**src/rtl/constants_pkg.sv**
```systemverilog
// Shared widths, state and requester-id types for the main-memory arbiter.
package constants_pkg;

  localparam int ADDR_W = 32;
  localparam int ICLLEN = 128;

  typedef enum logic [1:0] {
    ARB_IDLE = 2'd0,
    ARB_WAIT = 2'd1,
    ARB_RESP = 2'd2
  } arb_state_t;

  typedef enum logic {
    REQ_IC = 1'b0,
    REQ_DC = 1'b1
  } req_id_t;

  function automatic logic [1:0] id_onehot(input req_id_t id);
    return (id == REQ_DC) ? 2'b10 : 2'b01;
  endfunction

endpackage

```
**src/rtl/mem_arbiter_rr_pick2.sv**
```systemverilog
// Two-way round-robin picker: on a tie the requester not served last wins.
module rr_pick2
  import constants_pkg::*;
(
  input  logic    ic_req,
  input  logic    dc_req,
  input  req_id_t last,
  output req_id_t winner,
  output logic    valid
);

  // Winner selection from the request pair and the last-served id
  always_comb begin
    winner = REQ_IC;
    valid  = 1'b0;
    case ({dc_req, ic_req})
      2'b01: begin
        winner = REQ_IC;
        valid  = 1'b1;
      end
      2'b10: begin
        winner = REQ_DC;
        valid  = 1'b1;
      end
      2'b11: begin
        winner = (last == REQ_IC) ? REQ_DC : REQ_IC;
        valid  = 1'b1;
      end
      default: begin
        winner = REQ_IC;
        valid  = 1'b0;
      end
    endcase
  end

endmodule

```
**src/rtl/mem_arbiter.sv**
```systemverilog
// Shares the line-wide main memory port between icache refill and dcache refill/write-back.
module mem_arbiter
  import constants_pkg::*;
#(
  parameter int ADDR_W  = constants_pkg::ADDR_W,
  parameter int LINE_W  = ICLLEN,
  parameter int TIMEOUT = 0
) (
  input  logic              clk,
  input  logic              rst,
  input  logic              ic_req,
  input  logic [ADDR_W-1:0] ic_addr,
  output logic              ic_rdy,
  output logic [LINE_W-1:0] ic_data,
  output logic              ic_err,
  input  logic              dc_req,
  input  logic              dc_we,
  input  logic [ADDR_W-1:0] dc_addr,
  input  logic [LINE_W-1:0] dc_wdata,
  output logic              dc_rdy,
  output logic [LINE_W-1:0] dc_rdata,
  output logic              dc_err,
  output logic              mem_req,
  output logic              mem_we,
  output logic [ADDR_W-1:0] mem_addr,
  output logic [LINE_W-1:0] mem_wdata,
  input  logic              mem_rdy,
  input  logic [LINE_W-1:0] mem_rdata,
  output logic [1:0]        grant
);

  localparam bit TMO_EN = (TIMEOUT > 0);
  localparam int CNT_W  = TMO_EN ? $clog2(TIMEOUT + 1) : 1;
  localparam logic [CNT_W-1:0] CNT_MAX  = CNT_W'(TIMEOUT);
  localparam logic [CNT_W-1:0] CNT_LAST = CNT_W'(TMO_EN ? TIMEOUT - 1 : 0);

  arb_state_t        state_r;
  arb_state_t        state_s;
  req_id_t           owner_r;
  req_id_t           last_r;
  req_id_t           pick_id_s;
  logic              pick_vld_s;
  logic [CNT_W-1:0]  cnt_r;
  logic              done_s;
  logic              abort_s;
  logic [LINE_W-1:0] rsp_data_s;

  rr_pick2 u_pick (
    .ic_req (ic_req),
    .dc_req (dc_req),
    .last   (last_r),
    .winner (pick_id_s),
    .valid  (pick_vld_s)
  );

  // State register
  always_ff @(posedge clk or negedge rst) begin
    if (!rst) begin
      state_r <= ARB_IDLE;
    end else begin
      state_r <= state_s;
    end
  end

  // Next-state and completion/abort decode
  always_comb begin
    state_s    = state_r;
    done_s     = 1'b0;
    abort_s    = 1'b0;
    rsp_data_s = {LINE_W{1'b0}};
    case (state_r)
      ARB_IDLE: begin
        if (pick_vld_s) begin
          state_s = ARB_WAIT;
        end else begin
          state_s = ARB_IDLE;
        end
      end
      ARB_WAIT: begin
        if (mem_rdy) begin
          done_s     = 1'b1;
          rsp_data_s = mem_rdata;
          state_s    = ARB_RESP;
        end else if (TMO_EN && (cnt_r == CNT_LAST)) begin
          abort_s = 1'b1;
          state_s = ARB_RESP;
        end else begin
          state_s = ARB_WAIT;
        end
      end
      ARB_RESP: state_s = ARB_IDLE;
      default:  state_s = ARB_IDLE;
    endcase
  end

  // Request latch, memory drive, response registers and timeout counter
  always_ff @(posedge clk or negedge rst) begin
    if (!rst) begin
      owner_r   <= REQ_IC;
      last_r    <= REQ_DC;
      cnt_r     <= {CNT_W{1'b0}};
      grant     <= 2'b00;
      mem_req   <= 1'b0;
      mem_we    <= 1'b0;
      mem_addr  <= {ADDR_W{1'b0}};
      mem_wdata <= {LINE_W{1'b0}};
      ic_rdy    <= 1'b0;
      ic_err    <= 1'b0;
      ic_data   <= {LINE_W{1'b0}};
      dc_rdy    <= 1'b0;
      dc_err    <= 1'b0;
      dc_rdata  <= {LINE_W{1'b0}};
    end else begin
      // rdy/err are single-cycle pulses; data registers hold
      ic_rdy <= 1'b0;
      ic_err <= 1'b0;
      dc_rdy <= 1'b0;
      dc_err <= 1'b0;
      case (state_r)
        ARB_IDLE: begin
          if (pick_vld_s) begin
            owner_r <= pick_id_s;
            grant   <= id_onehot(pick_id_s);
            mem_req <= 1'b1;
            cnt_r   <= {CNT_W{1'b0}};
            if (pick_id_s == REQ_DC) begin
              mem_we    <= dc_we;
              mem_addr  <= dc_addr;
              mem_wdata <= dc_wdata;
            end else begin
              mem_we    <= 1'b0;
              mem_addr  <= ic_addr;
              mem_wdata <= {LINE_W{1'b0}};
            end
          end
        end
        ARB_WAIT: begin
          if (done_s || abort_s) begin
            mem_req <= 1'b0;
            if (owner_r == REQ_DC) begin
              dc_rdy   <= 1'b1;
              dc_err   <= abort_s;
              dc_rdata <= rsp_data_s;
            end else begin
              ic_rdy  <= 1'b1;
              ic_err  <= abort_s;
              ic_data <= rsp_data_s;
            end
            if (done_s) begin
              last_r <= owner_r;
            end
          end else if (cnt_r != CNT_MAX) begin
            cnt_r <= cnt_r + CNT_W'(1);
          end
        end
        ARB_RESP: begin
          grant <= 2'b00;
        end
        default: begin
          grant   <= 2'b00;
          mem_req <= 1'b0;
        end
      endcase
    end
  end

endmodule

```
**config.mk**
```make
export PLATFORM = sky130hd
export DESIGN_NAME = mem_arbiter
export DESIGN_NICKNAME = d
export VERILOG_FILES = /design/src/rtl/constants_pkg.sv /design/src/rtl/mem_arbiter_rr_pick2.sv /design/src/rtl/mem_arbiter.sv
export SDC_FILE = /design/constraint.sdc
export NUM_CORES = 1
export LEC_CHECK = 0
export BUFFER_PORTS_ARGS = -buffer_cell sky130_fd_sc_hd__buf_4
export CAP_MARGIN = 10
export CORE_AREA = 2 2 291 293
export CTS_BUF_LIST = sky130_fd_sc_hd__clkbuf_16
export CTS_CLUSTER_DIAMETER = 80
export DETAILED_ROUTE_END_ITERATION = 8
export DIE_AREA = 0 0 293 295
export GPL_ROUTABILITY_DRIVEN = 0
export MAX_ROUTING_LAYER = met4
export PLACE_DENSITY_LB_ADDON = 0.1
export SLEW_MARGIN = 20
export SYNTH_ARGS = -nofsm -noshare
export SYNTH_HDL_FRONTEND = slang
export SYNTH_SLANG_ARGS = --single-unit
```
**constraint.sdc**
```tcl
create_clock -name clk -period 4.5 [get_ports clk]
set_clock_uncertainty 0.1 [all_clocks]
set_input_delay 0.9 -clock clk [delete_from_list [all_inputs] [get_ports clk]]
set_output_delay 0.9 -clock clk [all_outputs]
set_load 0.005 [all_outputs]
```
==> results of run 1 <==
-- stage by stage --
stage,utilization [%],std cells
finish,29.8,2890
global route,29.8,2889
CTS,29.8,2885
detailed placement,27.8,2784
global placement,27.8,2784
floorplan,-,1013
-- power groups by stage --
stage | clock, W | combinational [W] | sequential, W
3_3_place_gp | 0 | 0.00768 | 0.00688
5_1_grt | 0.00446 | 0.00801 | 0.00711
2_1_floorplan | 0 | 0.00305 | 0.00690
4_1_cts | 0.00430 | 0.00770 | 0.00687
6_report | 0.00413 | 0.00748 | 0.00686
3_5_place_dp | 0 | 0.00772 | 0.00687
-- cell usage after synthesis --
| library cell | instances | share of area, % |
|---|---|---|
| sky130_fd_sc_hd__dfrtp_1 | 425 | 65 |
| sky130_fd_sc_hd__mux2_2 | 156 | 11 |
| sky130_fd_sc_hd__a22o_1 | 129 | 6.9 |
| sky130_fd_sc_hd__mux2_4 | 100 | 9.2 |
| sky130_fd_sc_hd__nand2_1 | 35 | 0.80 |
| sky130_fd_sc_hd__a221o_1 | 32 | 2.0 |
| sky130_fd_sc_hd__nor3_1 | 32 | 0.98 |
| sky130_fd_sc_hd__clkbuf_1 | 25 | 0.57 |
| sky130_fd_sc_hd__buf_2 | 20 | 0.61 |
| sky130_fd_sc_hd__buf_6 | 12 | 0.83 |
| sky130_fd_sc_hd__buf_8 | 11 | 1.0 |
| sky130_fd_sc_hd__buf_1 | 7 | 0.16 |
| sky130_fd_sc_hd__o21ai_0 | 5 | 0.15 |
| sky130_fd_sc_hd__buf_4 | 3 | 0.14 |
| sky130_fd_sc_hd__inv_1 | 3 | 0.069 |
| sky130_fd_sc_hd__nor2_1 | 3 | 0.069 |
| sky130_fd_sc_hd__a21oi_1 | 2 | 0.061 |
| sky130_fd_sc_hd__a21o_1 | 1 | 0.046 |
| sky130_fd_sc_hd__and2b_4 | 1 | 0.061 |
| sky130_fd_sc_hd__and3_1 | 1 | 0.038 |
| sky130_fd_sc_hd__and3b_4 | 1 | 0.077 |
| sky130_fd_sc_hd__conb_1 | 1 | 0.023 |
| sky130_fd_sc_hd__dfstp_2 | 1 | 0.16 |
| sky130_fd_sc_hd__nand2_2 | 1 | 0.038 |
| sky130_fd_sc_hd__nand2b_1 | 1 | 0.038 |
| sky130_fd_sc_hd__nand3b_1 | 1 | 0.046 |
| sky130_fd_sc_hd__nor2b_1 | 1 | 0.038 |
| sky130_fd_sc_hd__or2_2 | 1 | 0.038 |
| sky130_fd_sc_hd__or3_1 | 1 | 0.038 |
-- state kept, by name, indices dropped and copies added, names as in the netlist --
signal,flops
dc_rdata,128
dc_rdy,1
grant,2
ic_data,128
ic_rdy,1
last_r,1
mem_addr,32
mem_req,1
mem_wdata,128
mem_we,1
owner_r,1
state_r,2
-- layout by cell type, fill, tap and decap left out, types with 4 or more instances in the layout --
| cell type | instances |
|---|---|
| sky130_fd_sc_hd__a221o_1 | 32 |
| sky130_fd_sc_hd__a22o_1 | 129 |
| sky130_fd_sc_hd__buf_12 | 11 |
| sky130_fd_sc_hd__buf_4 | 757 |
| sky130_fd_sc_hd__clkbuf_16 | 56 |
| sky130_fd_sc_hd__clkinv_1 | 14 |
| sky130_fd_sc_hd__clkinv_2 | 10 |
| sky130_fd_sc_hd__dfrtp_1 | 425 |
| sky130_fd_sc_hd__diode_2 | 5 |
| sky130_fd_sc_hd__inv_1 | 15 |
| sky130_fd_sc_hd__mux2_2 | 156 |
| sky130_fd_sc_hd__mux2_4 | 100 |
| sky130_fd_sc_hd__nand2_1 | 35 |
| sky130_fd_sc_hd__nor3_1 | 32 |
| sky130_fd_sc_hd__o21ai_0 | 4 |
-- logic make-up (layout without fill, tap and decap cells) --
logic type,Yosys count,count (layout),synth area share (%)
AOI/OAI and AO/OA,169,169,9.13
other,1,7,0.0229
muxes,256,256,19.9
DFF,426,426,65.2
and+or+nand+nor,79,79,2.27
buffers and inverters,81,873,3.39
-- worst register-to-register path: cells and delay by family (launching register included) --
kind | cells | cell delay (ps)
buffers and inverters | 1 | 470
flip-flops | 1 | 440
multiplexers | 1 | 340
AND/OR/NAND/NOR | 2 | 930
-- how the worst min path moves through the flow --
| stage | end | slack, ps | depth (start not counted) | startpoint |
|---|---|---|---|---|
| final | ic_data[47]$_DFFE_PN0P_ | 280 | 1 | rst |
| after global routing | ic_data[47]$_DFFE_PN0P_ | 330 | 1 | rst |
| after global placement | mem_req$_DFFE_PN0P_ | 370 | 2 | mem_req$_DFFE_PN0P_ |
| after detailed placement | mem_req$_DFFE_PN0P_ | 370 | 2 | mem_req$_DFFE_PN0P_ |
| after floorplan | mem_req$_DFFE_PN0P_ | 370 | 2 | mem_req$_DFFE_PN0P_ |
| after CTS | ic_data[47]$_DFFE_PN0P_ | 300 | 1 | rst |
-- per-layer routing --
layer,wire length [µm],GRT usage (%),vias up
li1,-,-,5216
met1,23800,15.9,5960
met2,35300,26.7,429
met3,5290,5.06,86
met4,1580,4.12,0
met5,0,-,-
-- layout make-up --
| type | instances | area, µm² |
|---|---|---|
| Sequential cell | 426 | 10700 |
| Fill cell | 8523 | 58400 |
| Inverter | 3 | 11.3 |
| Antenna cell | 5 | 12.5 |
| Timing Repair Buffer | 769 | 5920 |
| Clock inverter | 45 | 277 |
| Tap cell | 1080 | 1350 |
| Clock buffer | 56 | 1400 |
| Multi-Input combinational cell | 506 | 5160 |
==> flow_summary.html, run 1 <==
<table>
<tr><th>Metric</th><th>Value</th></tr>
<tr><th colspan="2">Clocking</th></tr>
<tr><td>TritonCTS clock tree</td><td>yes</td></tr>
<tr><td>Post_cts resized</td><td>0</td></tr>
<tr><td>Maximum root-to-sink buffer count</td><td>3</td></tr>
<tr><td>Number of buffers added by the clock tree synthesis step</td><td>55</td></tr>
<tr><td>H-tree depth reported by CTS</td><td>2</td></tr>
<tr><td>Count of hold-fix buffers inserted at cts</td><td>0</td></tr>
<tr><td>Clock latency of the later-clocked register in the worst-skew pair</td><td>600 ps</td></tr>
<tr><td>Number of buffers inserted to repair setup after CTS</td><td>0</td></tr>
<tr><td>Root buffer selected by CTS</td><td>sky130_fd_sc_hd__clkbuf_16</td></tr>
<tr><td>Sinks on Clock Net</td><td>426</td></tr>
<tr><td>Clock-pin slew on the worst setup and hold paths</td><td>60 ps</td></tr>
<tr><th colspan="2">Critical path</th></tr>
<tr><td>Bufs and invs on worst path</td><td>1</td></tr>
<tr><td>Critical path, cell by cell</td><td>and3b_4 -&gt; and2b_4 -&gt; buf_4 -&gt; mux2_4</td></tr>
<tr><td>Launching element type of the critical path</td><td>register</td></tr>
<tr><td>Setup crit start</td><td>state_r[1]$_DFF_PN0_</td></tr>
<tr><td>Reg2reg end</td><td>ic_data[8]$_DFFE_PN0P_</td></tr>
<tr><td>Kind of cell with the highest combined delay on the critical path</td><td>simple AND/OR/NAND/NOR gates</td></tr>
<tr><td>Highest net fanout along the worst path</td><td>27</td></tr>
<tr><td>Path depth of the worst reg2reg path</td><td>4</td></tr>
<tr><td>Data arrival time of the critical path</td><td>2770 ps</td></tr>
<tr><td>Critical R2R Launch</td><td>state_r[1]$_DFF_PN0_</td></tr>
<tr><td>Worst-path cell with the longest stage delay</td><td>sky130_fd_sc_hd__and2b_4</td></tr>
<tr><td>Required time of the critical path</td><td>4850 ps</td></tr>
<tr><td>Total number of cells along the worst setup path</td><td>4</td></tr>
<tr><td>Element type at the critical path end</td><td>register</td></tr>
<tr><td>Destination of the critical timing path</td><td>ic_data[8]$_DFFE_PN0P_</td></tr>
<tr><td>Register-to-register setup slack</td><td>2080 ps</td></tr>
<tr><td>Largest stage delay, worst path</td><td>550 ps</td></tr>
<tr><td>Start-to-end type of the worst setup path</td><td>reg2reg</td></tr>
<tr><th colspan="2">STA</th></tr>
<tr><td>Max-slew violation count</td><td>0</td></tr>
<tr><td>Post-Route Setup TNS</td><td>0 ps</td></tr>
<tr><td>Max_slew headroom</td><td>35.5%</td></tr>
<tr><td>Post-layout min period</td><td>2420 ps</td></tr>
<tr><td>Final count of hold timing violations</td><td>0</td></tr>
<tr><td>Achievable clock frequency</td><td>413 MHz</td></tr>
<tr><td>RSZ-0062 raised after global routing</td><td>no</td></tr>
<tr><td>Final period utilization</td><td>53.8%</td></tr>
<tr><td>Worst-Margin Slew</td><td>968 ps</td></tr>
<tr><td>Final Hold Slack</td><td>283 ps</td></tr>
<tr><td># setup viols final</td><td>0</td></tr>
<tr><td>Smallest setup slack after layout</td><td>2080 ps</td></tr>
<tr><th colspan="2">GRT</th></tr>
<tr><td>Grt ovf</td><td>0</td></tr>
<tr><td>Global-route wire length before repair</td><td>93.1 mm</td></tr>
<tr><td>Largest net degree at the start of global routing</td><td>122</td></tr>
<tr><td>Number of global-route vias before repair</td><td>12,700</td></tr>
<tr><td>Initial antenna violation count</td><td>4</td></tr>
<tr><td>Overall Global Routing Usage</td><td>15.1%</td></tr>
<tr><th colspan="2">Outcome</th></tr>
<tr><td>Run status</td><td>completed</td></tr>
<tr><th colspan="2">Synthesis</th></tr>
<tr><td>Netlist area before placement</td><td>16,300 µm²</td></tr>
<tr><td>Synthesized area per cell</td><td>16.1 µm²</td></tr>
<tr><td>Cells after Synth</td><td>1,012</td></tr>
<tr><td>Number of different library cells in the post-synthesis netlist</td><td>29</td></tr>
<tr><td>Part of the Yosys area used for sequential elements</td><td>65.2%</td></tr>
<tr><td>Post-synthesis sequential element count</td><td>426</td></tr>
<tr><td>Warning count from the yosys run</td><td>0</td></tr>
<tr><th colspan="2">Final layout</th></tr>
<tr><td>Count of nets after finishing</td><td>2,087</td></tr>
<tr><td>Area added between synthesis and finish</td><td>51.7%</td></tr>
<tr><td>Design area</td><td>24,800 µm²</td></tr>
<tr><td>Proportion of layout cells with a drive suffix above 1</td><td>61.4%</td></tr>
<tr><th colspan="2">Pwr</th></tr>
<tr><td>Leakage</td><td>12.1 nW</td></tr>
<tr><td>Power per cell area</td><td>745 nW/µm²</td></tr>
<tr><td>Internal power consumption</td><td>0.0126 W</td></tr>
<tr><td>Sw frac</td><td>31.7%</td></tr>
<tr><td>Power dissipated by switching net loads</td><td>0.00585 W</td></tr>
<tr><td>Clock power frac</td><td>22.3%</td></tr>
<tr><td>Comb power frac</td><td>40.5%</td></tr>
<tr><td>Sequential group share of total power</td><td>37.1%</td></tr>
<tr><td>Total power</td><td>0.0185 W</td></tr>
<tr><td>Worst-case vdd ir drop</td><td>233 µV</td></tr>
<tr><th colspan="2">Placement</th></tr>
<tr><td>Port Buf Inserts</td><td>747</td></tr>
<tr><td>DP Area</td><td>23,100 µm²</td></tr>
<tr><td>Worst-case setup slack after placement</td><td>1590 ps</td></tr>
<tr><td>Final HPWL DP</td><td>49.4 mm</td></tr>
<tr><th colspan="2">Floorplan</th></tr>
<tr><td>Core ar.</td><td>83,200 µm²</td></tr>
<tr><td>Top Ports</td><td>750</td></tr>
<tr><td>Std-Cell Rows</td><td>106</td></tr>
<tr><td>Die Width</td><td>293 µm</td></tr>
<tr><td>Starting density of the core</td><td>19.7%</td></tr>
<tr><td>Die Span Y</td><td>295 µm</td></tr>
<tr><td>Total Die Area</td><td>86,400 µm²</td></tr>
<tr><th colspan="2">Detailed routing</th></tr>
<tr><td>Antenna violation net count after detailed routing</td><td>0</td></tr>
<tr><td>DR DRC count</td><td>0</td></tr>
<tr><td>Initial drt markers</td><td>413</td></tr>
<tr><td>Via-to-Cell Ratio</td><td>4.05</td></tr>
<tr><td>Pre-Repair DR Iteration Count</td><td>4</td></tr>
<tr><td>Average wire per cell in the routed design</td><td>22.8 µm</td></tr>
<tr><td>Total number of vias</td><td>11,700</td></tr>
<tr><td>Total Wirelength</td><td>66.0 mm</td></tr>
<tr><th colspan="2">Job</th></tr>
<tr><td>MaxCap Viol Count</td><td>0</td></tr>
<tr><th colspan="2">Hold path</th></tr>
<tr><td>Class of the most critical hold timing path</td><td>in2async</td></tr>
</table>
Power figures use the tool's default switching activity.
==> run 2, diff against run 1 <==
==> constraint.sdc (replaced) <==
create_clock -name clk -period 2.5 [get_ports clk]
set_clock_uncertainty 0.1 [all_clocks]
set_input_delay 0.5 -clock clk [delete_from_list [all_inputs] [get_ports clk]]
set_output_delay 0.5 -clock clk [all_outputs]
set_load 0.005 [all_outputs]
==> run 2 against run 1 <==
Sequential share of layout area decreased by 3.1 points. Die area unchanged. First-iteration DRC count decreased by 4.1%. Sequential power increased by 81%. Critical path type is now in2reg. Critical endpoint is now ic_data[82]$_DFFE_PN0P_. Largest power group unchanged.
==> flow_summary.html, run 2 (synthesis results as in run 1) <==
<table>
<tr><th>Metric</th><th>Value</th></tr>
<tr><th colspan="2">Outcome</th></tr>
<tr><td>Run status</td><td>completed</td></tr>
<tr><th colspan="2">Clocking</th></tr>
<tr><td>Clock latency of the later-clocked register in the worst-skew pair</td><td>590 ps</td></tr>
<tr><td>Count of hold-fix buffers inserted at cts</td><td>165</td></tr>
<tr><td>Number of buffers inserted to repair setup after CTS</td><td>0</td></tr>
<tr><td>TritonCTS clock tree</td><td>yes</td></tr>
<tr><td>H-tree depth reported by CTS</td><td>2</td></tr>
<tr><td>Maximum root-to-sink buffer count</td><td>3</td></tr>
<tr><td>Root buffer selected by CTS</td><td>sky130_fd_sc_hd__clkbuf_16</td></tr>
<tr><td>Sinks on Clock Net</td><td>426</td></tr>
<tr><td>Post_cts resized</td><td>0</td></tr>
<tr><td>Number of buffers added by the clock tree synthesis step</td><td>55</td></tr>
<tr><td>Clock-pin slew on the worst setup and hold paths</td><td>60 ps</td></tr>
<tr><th colspan="2">STA</th></tr>
<tr><td>Max_slew headroom</td><td>51.6%</td></tr>
<tr><td>RSZ-0062 raised after global routing</td><td>no</td></tr>
<tr><td>Post-layout min period</td><td>2240 ps</td></tr>
<tr><td>Max-slew violation count</td><td>0</td></tr>
<tr><td>Worst-Margin Slew</td><td>726 ps</td></tr>
<tr><td>Post-Route Setup TNS</td><td>0 ps</td></tr>
<tr><td>Final count of hold timing violations</td><td>0</td></tr>
<tr><td>Final period utilization</td><td>89.7%</td></tr>
<tr><td>Achievable clock frequency</td><td>446 MHz</td></tr>
<tr><td># setup viols final</td><td>0</td></tr>
<tr><th colspan="2">Critical path</th></tr>
<tr><td>Kind of cell with the highest combined delay on the critical path</td><td>buffers and inverters</td></tr>
<tr><td>Element type at the critical path end</td><td>register</td></tr>
<tr><td>Data arrival time of the critical path</td><td>2610 ps</td></tr>
<tr><td>Largest stage delay, worst path</td><td>590 ps</td></tr>
<tr><td>Bufs and invs on worst path</td><td>3</td></tr>
<tr><td>Cell repeated most along the worst path</td><td>sky130_fd_sc_hd__buf_4</td></tr>
<tr><td>Worst-path cell with the longest stage delay</td><td>sky130_fd_sc_hd__dlygate4sd3_1</td></tr>
<tr><td>Required time of the critical path</td><td>2860 ps</td></tr>
<tr><td>Highest net fanout along the worst path</td><td>12</td></tr>
<tr><td>Critical path, cell by cell</td><td>dlygate4sd3_1 -&gt; buf_4 -&gt; and3b_4 -&gt; and2b_4 -&gt; buf_4 -&gt; mux2_2</td></tr>
<tr><td>Start-to-end type of the worst setup path</td><td>in2reg</td></tr>
<tr><td>Launching element type of the critical path</td><td>input pin</td></tr>
<tr><th colspan="2">Final layout</th></tr>
<tr><td>Area used by multi-input combinational logic</td><td>5160 µm²</td></tr>
<tr><td>Area added between synthesis and finish</td><td>63.7%</td></tr>
<tr><td>Utilization after layout</td><td>32.2%</td></tr>
<tr><td>Commonest non-fill, non-tap cells in the layout</td><td>sky130_fd_sc_hd__buf_4 (767), sky130_fd_sc_hd__dfrtp_1 (425), sky130_fd_sc_hd__dlygate4sd3_1 (165), sky130_fd_sc_hd__mux2_2 (156), sky130_fd_sc_hd__a22o_1 (129)</td></tr>
<tr><td>Proportion of layout cells with a drive suffix above 1</td><td>56.7%</td></tr>
<tr><td>Leading cell type in the layout, fill and taps excluded</td><td>sky130_fd_sc_hd__buf_4</td></tr>
<tr><td>Area used by sequential logic in the layout</td><td>10,700 µm²</td></tr>
<tr><td>Biggest registers after layout</td><td>dc_rdata x128, ic_data x128, mem_wdata x128</td></tr>
<tr><td>Total of fill cells in the finished design</td><td>8,437</td></tr>
<tr><td>Count of nets after finishing</td><td>2,273</td></tr>
<tr><th colspan="2">GRT</th></tr>
<tr><td>Grt ovf</td><td>0</td></tr>
<tr><td>Initial antenna violation count</td><td>6</td></tr>
<tr><td>Global-route wire length before repair</td><td>95.9 mm</td></tr>
<tr><td>Largest net degree at the start of global routing</td><td>82</td></tr>
<tr><td>Overall Global Routing Usage</td><td>15.3%</td></tr>
<tr><td>Number of global-route vias before repair</td><td>13,900</td></tr>
<tr><th colspan="2">Detailed routing</th></tr>
<tr><td>Antenna violation net count after detailed routing</td><td>0</td></tr>
<tr><td>Total number of vias</td><td>12,500</td></tr>
<tr><td>Total Wirelength</td><td>66.9 mm</td></tr>
<tr><td>Via-to-Cell Ratio</td><td>4.07</td></tr>
<tr><td>Average wire per cell in the routed design</td><td>21.8 µm</td></tr>
<tr><td>DR DRC count</td><td>0</td></tr>
<tr><td>Initial drt markers</td><td>396</td></tr>
<tr><td>Pre-Repair DR Iteration Count</td><td>4</td></tr>
<tr><th colspan="2">Hold path</th></tr>
<tr><td>Class of the most critical hold timing path</td><td>in2reg</td></tr>
<tr><th colspan="2">Placement</th></tr>
<tr><td>Final HPWL DP</td><td>50.7 mm</td></tr>
<tr><td>Port Buf Inserts</td><td>747</td></tr>
<tr><th colspan="2">Floorplan</th></tr>
<tr><td>Top Ports</td><td>750</td></tr>
<tr><td>Starting density of the core</td><td>19.7%</td></tr>
<tr><td>Total Die Area</td><td>86,400 µm²</td></tr>
<tr><td>Std-Cell Rows</td><td>106</td></tr>
<tr><td>Core ar.</td><td>83,200 µm²</td></tr>
<tr><td>Die Span Y</td><td>295 µm</td></tr>
<tr><td>Die Width</td><td>293 µm</td></tr>
<tr><th colspan="2">Pwr</th></tr>
<tr><td>Worst-case vdd ir drop</td><td>449 µV</td></tr>
<tr><td>Total power</td><td>0.0338 W</td></tr>
<tr><td>Leakage</td><td>12.9 nW</td></tr>
<tr><td>Power per cell area</td><td>1260 nW/µm²</td></tr>
<tr><th colspan="2">Job</th></tr>
<tr><td>MaxCap Viol Count</td><td>0</td></tr>
</table>
==> run 2: power by group <==
| group | switching [W] | internal (W) | total [W] |
|---|---|---|---|
| combinational | 0.00546 | 0.00842 | 0.0139 |
| clock | 0.00312 | 0.00433 | 0.00745 |
| sequential | 0.00207 | 0.0104 | 0.0124 |
==> run 2: worst reg2reg max path, stage by stage, from the launching register on <==
cell and delay, ps:
sky130_fd_sc_hd__dfrtp_1 430, sky130_fd_sc_hd__and3b_4 380, sky130_fd_sc_hd__and2b_4 450, sky130_fd_sc_hd__buf_4 310, sky130_fd_sc_hd__mux2_2 360
==> run 2: per-layer routing <==
layer  GRT usage, %  up-vias  share of wire (%)
li1               -     5587                  -
met1           16.6     6374                 37
met2           26.5      449                 52
met3           5.03      105                7.8
met4           4.99        0                3.0
met5              -        -                  0
==> run 2: layout make-up <==
class | count | area share, %
Antenna cell | 7 | 0.0655
Clock buffer | 56 | 5.24
Clock inverter | 41 | 1.03
Inverter | 3 | 0.0421
Multi-Input combinational cell | 506 | 19.3
Sequential cell | 426 | 39.9
Tap cell | 1080 | 5.05
Timing Repair Buffer | 955 | 29.4
==> run 2: final timing paths <==
| check | slack, ps | depth (start not counted) | start | end |
|---|---|---|---|---|
| min in group asynchronous | 370 | 2 | rst | ic_data[40]$_DFFE_PN0P_ |
| hold / removal | 50 | 2 | mem_rdata[55] | ic_data[55]$_DFFE_PN0P_ |
| setup / recovery | 260 | 6 | mem_rdy | ic_data[82]$_DFFE_PN0P_ |
| hold reg to reg | 390 | 2 | mem_req$_DFFE_PN0P_ | mem_req$_DFFE_PN0P_ |
| setup reg to reg | 340 | 4 | state_r[1]$_DFF_PN0_ | ic_data[82]$_DFFE_PN0P_ |
| max in group asynchronous | 1120 | 3 | rst | ic_data[49]$_DFFE_PN0P_ |
==> run 2: per-stage QoR <==
| stage | hold WS (ps) | area [µm²] | worst slack [ps] | cells |
|---|---|---|---|---|
| 3_5_place_dp | 373 | 23400 | 295 | 2805 |
| 6_report | 45.7 | 26700 | 259 | 3074 |
| 2_1_floorplan | 104 | 16300 | 775 | 1013 |
| 3_3_place_gp | 377 | 23400 | 263 | 2805 |
| 4_1_cts | 0.0493 | 26700 | 240 | 3067 |
| 5_1_grt | 4.00 | 26700 | 218 | 3073 |
==> run 3, diff against run 2 <==
--- a/config.mk
+++ b/config.mk
@@ -5,7 +5,7 @@
 export SDC_FILE = /design/constraint.sdc
 export NUM_CORES = 1
 export LEC_CHECK = 0
-export BUFFER_PORTS_ARGS = -buffer_cell sky130_fd_sc_hd__buf_4
+export BUFFER_PORTS_ARGS = -buffer_cell sky130_fd_sc_hd__buf_2
 export CAP_MARGIN = 10
 export CORE_AREA = 2 2 291 293
 export CTS_BUF_LIST = sky130_fd_sc_hd__clkbuf_16
==> run 3 against run 2 <==
Clock power shrank 7.2%. Routed wire length shrank 5.6%. Worst hold slack lost 3.5 ps. Flip-flop and latch count is the same. Critical path type unchanged. Global-route usage shrank 0.85 points. Highest routed layer unchanged. Sequential share of layout area grew 3.9 points. Critical endpoint is now ic_data[127]$_DFFE_PN0P_. Non-clock buffer count shrank 37. Sequential power is essentially flat. Critical path depth grew 1.
==> flow_summary.html, run 3 (synthesis results as in run 1) <==
<table>
<tr><th>Metric</th><th>Value</th></tr>
<tr><th colspan="2">Outcome</th></tr>
<tr><td>Run status</td><td>completed</td></tr>
<tr><th colspan="2">Floorplan</th></tr>
<tr><td>Std-Cell Rows</td><td>106</td></tr>
<tr><td>Top Ports</td><td>750</td></tr>
<tr><td>Die Width</td><td>293 µm</td></tr>
<tr><td>Starting density of the core</td><td>19.7%</td></tr>
<tr><td>Total Die Area</td><td>86,400 µm²</td></tr>
<tr><td>Core ar.</td><td>83,200 µm²</td></tr>
<tr><td>Die Span Y</td><td>295 µm</td></tr>
<tr><th colspan="2">STA</th></tr>
<tr><td>RSZ-0062 raised after global routing</td><td>no</td></tr>
<tr><td>Worst-Margin Slew</td><td>723 ps</td></tr>
<tr><td>Max_slew headroom</td><td>51.8%</td></tr>
<tr><td>Max-slew violation count</td><td>0</td></tr>
<tr><td>Final period utilization</td><td>86.4%</td></tr>
<tr><td>Post-Route Setup TNS</td><td>0 ps</td></tr>
<tr><td>Final count of hold timing violations</td><td>0</td></tr>
<tr><td># setup viols final</td><td>0</td></tr>
<tr><td>Achievable clock frequency</td><td>463 MHz</td></tr>
<tr><td>Post-layout min period</td><td>2160 ps</td></tr>
<tr><th colspan="2">Pwr</th></tr>
<tr><td>Clock power frac</td><td>22.4%</td></tr>
<tr><td>Internal power consumption</td><td>0.0207 W</td></tr>
<tr><td>Sw frac</td><td>32.8%</td></tr>
<tr><td>Sequential group share of total power</td><td>39.4%</td></tr>
<tr><td>Power per cell area</td><td>1270 nW/µm²</td></tr>
<tr><td>Leakage</td><td>12.2 nW</td></tr>
<tr><td>Worst-case vdd ir drop</td><td>427 µV</td></tr>
<tr><td>Total power</td><td>0.0309 W</td></tr>
<tr><td>Comb power frac</td><td>38.2%</td></tr>
<tr><td>Power dissipated by switching net loads</td><td>0.0101 W</td></tr>
<tr><th colspan="2">Critical path</th></tr>
<tr><td>Worst-path cell with the longest stage delay</td><td>sky130_fd_sc_hd__dlygate4sd3_1</td></tr>
<tr><td>Bufs and invs on worst path</td><td>4</td></tr>
<tr><td>Largest stage delay, worst path</td><td>580 ps</td></tr>
<tr><td>Kind of cell with the highest combined delay on the critical path</td><td>buffers and inverters</td></tr>
<tr><td>Register-to-register setup slack</td><td>440 ps</td></tr>
<tr><td>Required time of the critical path</td><td>2870 ps</td></tr>
<tr><td>Critical path, cell by cell</td><td>dlygate4sd3_1 -&gt; buf_2 -&gt; and3b_4 -&gt; and2b_4 -&gt; buf_4 -&gt; buf_12 -&gt; mux2_2</td></tr>
<tr><td>Data arrival time of the critical path</td><td>2530 ps</td></tr>
<tr><td>Launching element type of the critical path</td><td>input pin</td></tr>
<tr><td>Setup crit start</td><td>mem_rdy</td></tr>
<tr><td>Element type at the critical path end</td><td>register</td></tr>
<tr><td>Critical R2R Launch</td><td>state_r[1]$_DFF_PN0_</td></tr>
<tr><td>Start-to-end type of the worst setup path</td><td>in2reg</td></tr>
<tr><td>Highest net fanout along the worst path</td><td>30</td></tr>
<tr><th colspan="2">Final layout</th></tr>
<tr><td>Commonest non-fill, non-tap cells in the layout</td><td>sky130_fd_sc_hd__buf_2 (746), sky130_fd_sc_hd__dfrtp_1 (425), sky130_fd_sc_hd__mux2_2 (156), sky130_fd_sc_hd__a22o_1 (129), sky130_fd_sc_hd__dlygate4sd3_1 (128)</td></tr>
<tr><td>Design area</td><td>24,400 µm²</td></tr>
<tr><td>Total of fill cells in the finished design</td><td>8,555</td></tr>
<tr><td>Count of nets after finishing</td><td>2,234</td></tr>
<tr><td>Biggest registers after layout</td><td>dc_rdata x128, ic_data x128, mem_wdata x128</td></tr>
<tr><td>Leading cell type in the layout, fill and taps excluded</td><td>sky130_fd_sc_hd__buf_2</td></tr>
<tr><td>Utilization after layout</td><td>29.3%</td></tr>
<tr><td>Area added between synthesis and finish</td><td>49.1%</td></tr>
<tr><td>Proportion of layout cells with a drive suffix above 1</td><td>57.4%</td></tr>
<tr><th colspan="2">Detailed routing</th></tr>
<tr><td>Met3 wirelength from detailed routing</td><td>4.28 mm</td></tr>
<tr><td>DR DRC count</td><td>0</td></tr>
<tr><td>Initial drt markers</td><td>370</td></tr>
<tr><td>Via-to-Cell Ratio</td><td>4.04</td></tr>
<tr><td>Highest metal layer with signal wires</td><td>met4</td></tr>
<tr><td>Average wire per cell in the routed design</td><td>20.8 µm</td></tr>
<tr><td>Post-Route M1 WL</td><td>23.9 mm</td></tr>
<tr><td>Antenna violation net count after detailed routing</td><td>0</td></tr>
<tr><td>Pre-Repair DR Iteration Count</td><td>4</td></tr>
<tr><td>Total number of vias</td><td>12,300</td></tr>
<tr><td>Met2 wire len</td><td>32.8 mm</td></tr>
<tr><td>Total Wirelength</td><td>63.2 mm</td></tr>
<tr><th colspan="2">GRT</th></tr>
<tr><td>Initial antenna violation count</td><td>16</td></tr>
<tr><td>Global-route wire length before repair</td><td>91.5 mm</td></tr>
<tr><td>Largest net degree at the start of global routing</td><td>111</td></tr>
<tr><td>Grt ovf</td><td>0</td></tr>
<tr><td>Number of global-route vias before repair</td><td>13,500</td></tr>
<tr><td>Overall Global Routing Usage</td><td>14.5%</td></tr>
<tr><th colspan="2">Clocking</th></tr>
<tr><td>TritonCTS clock tree</td><td>yes</td></tr>
<tr><td>Sinks on Clock Net</td><td>426</td></tr>
<tr><td>Post_cts resized</td><td>0</td></tr>
<tr><td>H-tree depth reported by CTS</td><td>2</td></tr>
<tr><td>Root buffer selected by CTS</td><td>sky130_fd_sc_hd__clkbuf_16</td></tr>
<tr><td>Maximum root-to-sink buffer count</td><td>3</td></tr>
<tr><td>Clock latency of the later-clocked register in the worst-skew pair</td><td>590 ps</td></tr>
<tr><td>Clock-pin slew on the worst setup and hold paths</td><td>60 ps</td></tr>
<tr><td>Number of buffers added by the clock tree synthesis step</td><td>53</td></tr>
<tr><th colspan="2">Placement</th></tr>
<tr><td>DP Area</td><td>21,500 µm²</td></tr>
<tr><td>Port Buf Inserts</td><td>747</td></tr>
<tr><td>Final HPWL DP</td><td>48.0 mm</td></tr>
<tr><th colspan="2">Hold path</th></tr>
<tr><td>HP Start</td><td>dc_wdata[40]</td></tr>
<tr><td>Class of the most critical hold timing path</td><td>in2reg</td></tr>
<tr><th colspan="2">Job</th></tr>
<tr><td>MaxCap Viol Count</td><td>0</td></tr>
</table>
run 3: cell count changes in the layout (fill, tap and decap cells not counted), sizes merged:
cell         change
bufinv           -2
clkbuf           -3
clkinv           -4
dlygate4sd3     -37
inv              +8
diode            +4
run 3: worst paths after layout:
kind                                                  end  depth (start not counted)
worst min register to register   dc_rdata[78]$_DFFE_PN0P_                          1
worst max-delay path             ic_data[127]$_DFFE_PN0P_                          7
worst max register to register   ic_data[127]$_DFFE_PN0P_                          5
max in group asynchronous        dc_rdata[17]$_DFFE_PN0P_                          3
worst min-delay path            mem_wdata[40]$_DFFE_PN0P_                          2
min in group asynchronous       mem_wdata[11]$_DFFE_PN0P_                          2
run 3: metrics by stage:
step	cells	setup slack [ps]	hold WS, ps
floorplan	1013	775	104
global placement	2805	364	373
detailed placement	2805	352	379
CTS	3029	353	0.791
global route	3040	322	13.3
finish	3040	340	42.2
run 3: area by class of cell:
class	count	area [µm²]	share of cell area, %
tap	1080	1350	5.55
clock buffer	53	1330	5.45
clock inverter	43	214	0.878
antenna	11	27.5	0.113
multi-input combinational	506	5160	21.2
timing repair buffer	918	5600	23.0
sequential	426	10700	43.8
inverter	3	11.3	0.0462
run 3: power groups by stage:
stage | Clock [W] | Combinational (W) | Sequential [W]
after detailed placement | 0 | 0.0120 | 0.0122
after CTS | 0.00722 | 0.0121 | 0.0122
after global routing | 0.00752 | 0.0127 | 0.0126
final | 0.00691 | 0.0118 | 0.0122
after floorplan | 0 | 0.00548 | 0.0124
after global placement | 0 | 0.0119 | 0.0122
run 3: per-layer routing:
metal | global-route usage, % | up-vias
met5 | - | -
met4 | 5.15 | 0
met3 | 4.07 | 119
met2 | 25.1 | 462
met1 | 15.8 | 6183
li1 | - | 5511
run 3: timing repair:
item,in CTS,in global routing
endpoints found under the hold margin,161,0
hold buffers,128,0
setup buffers,0,0
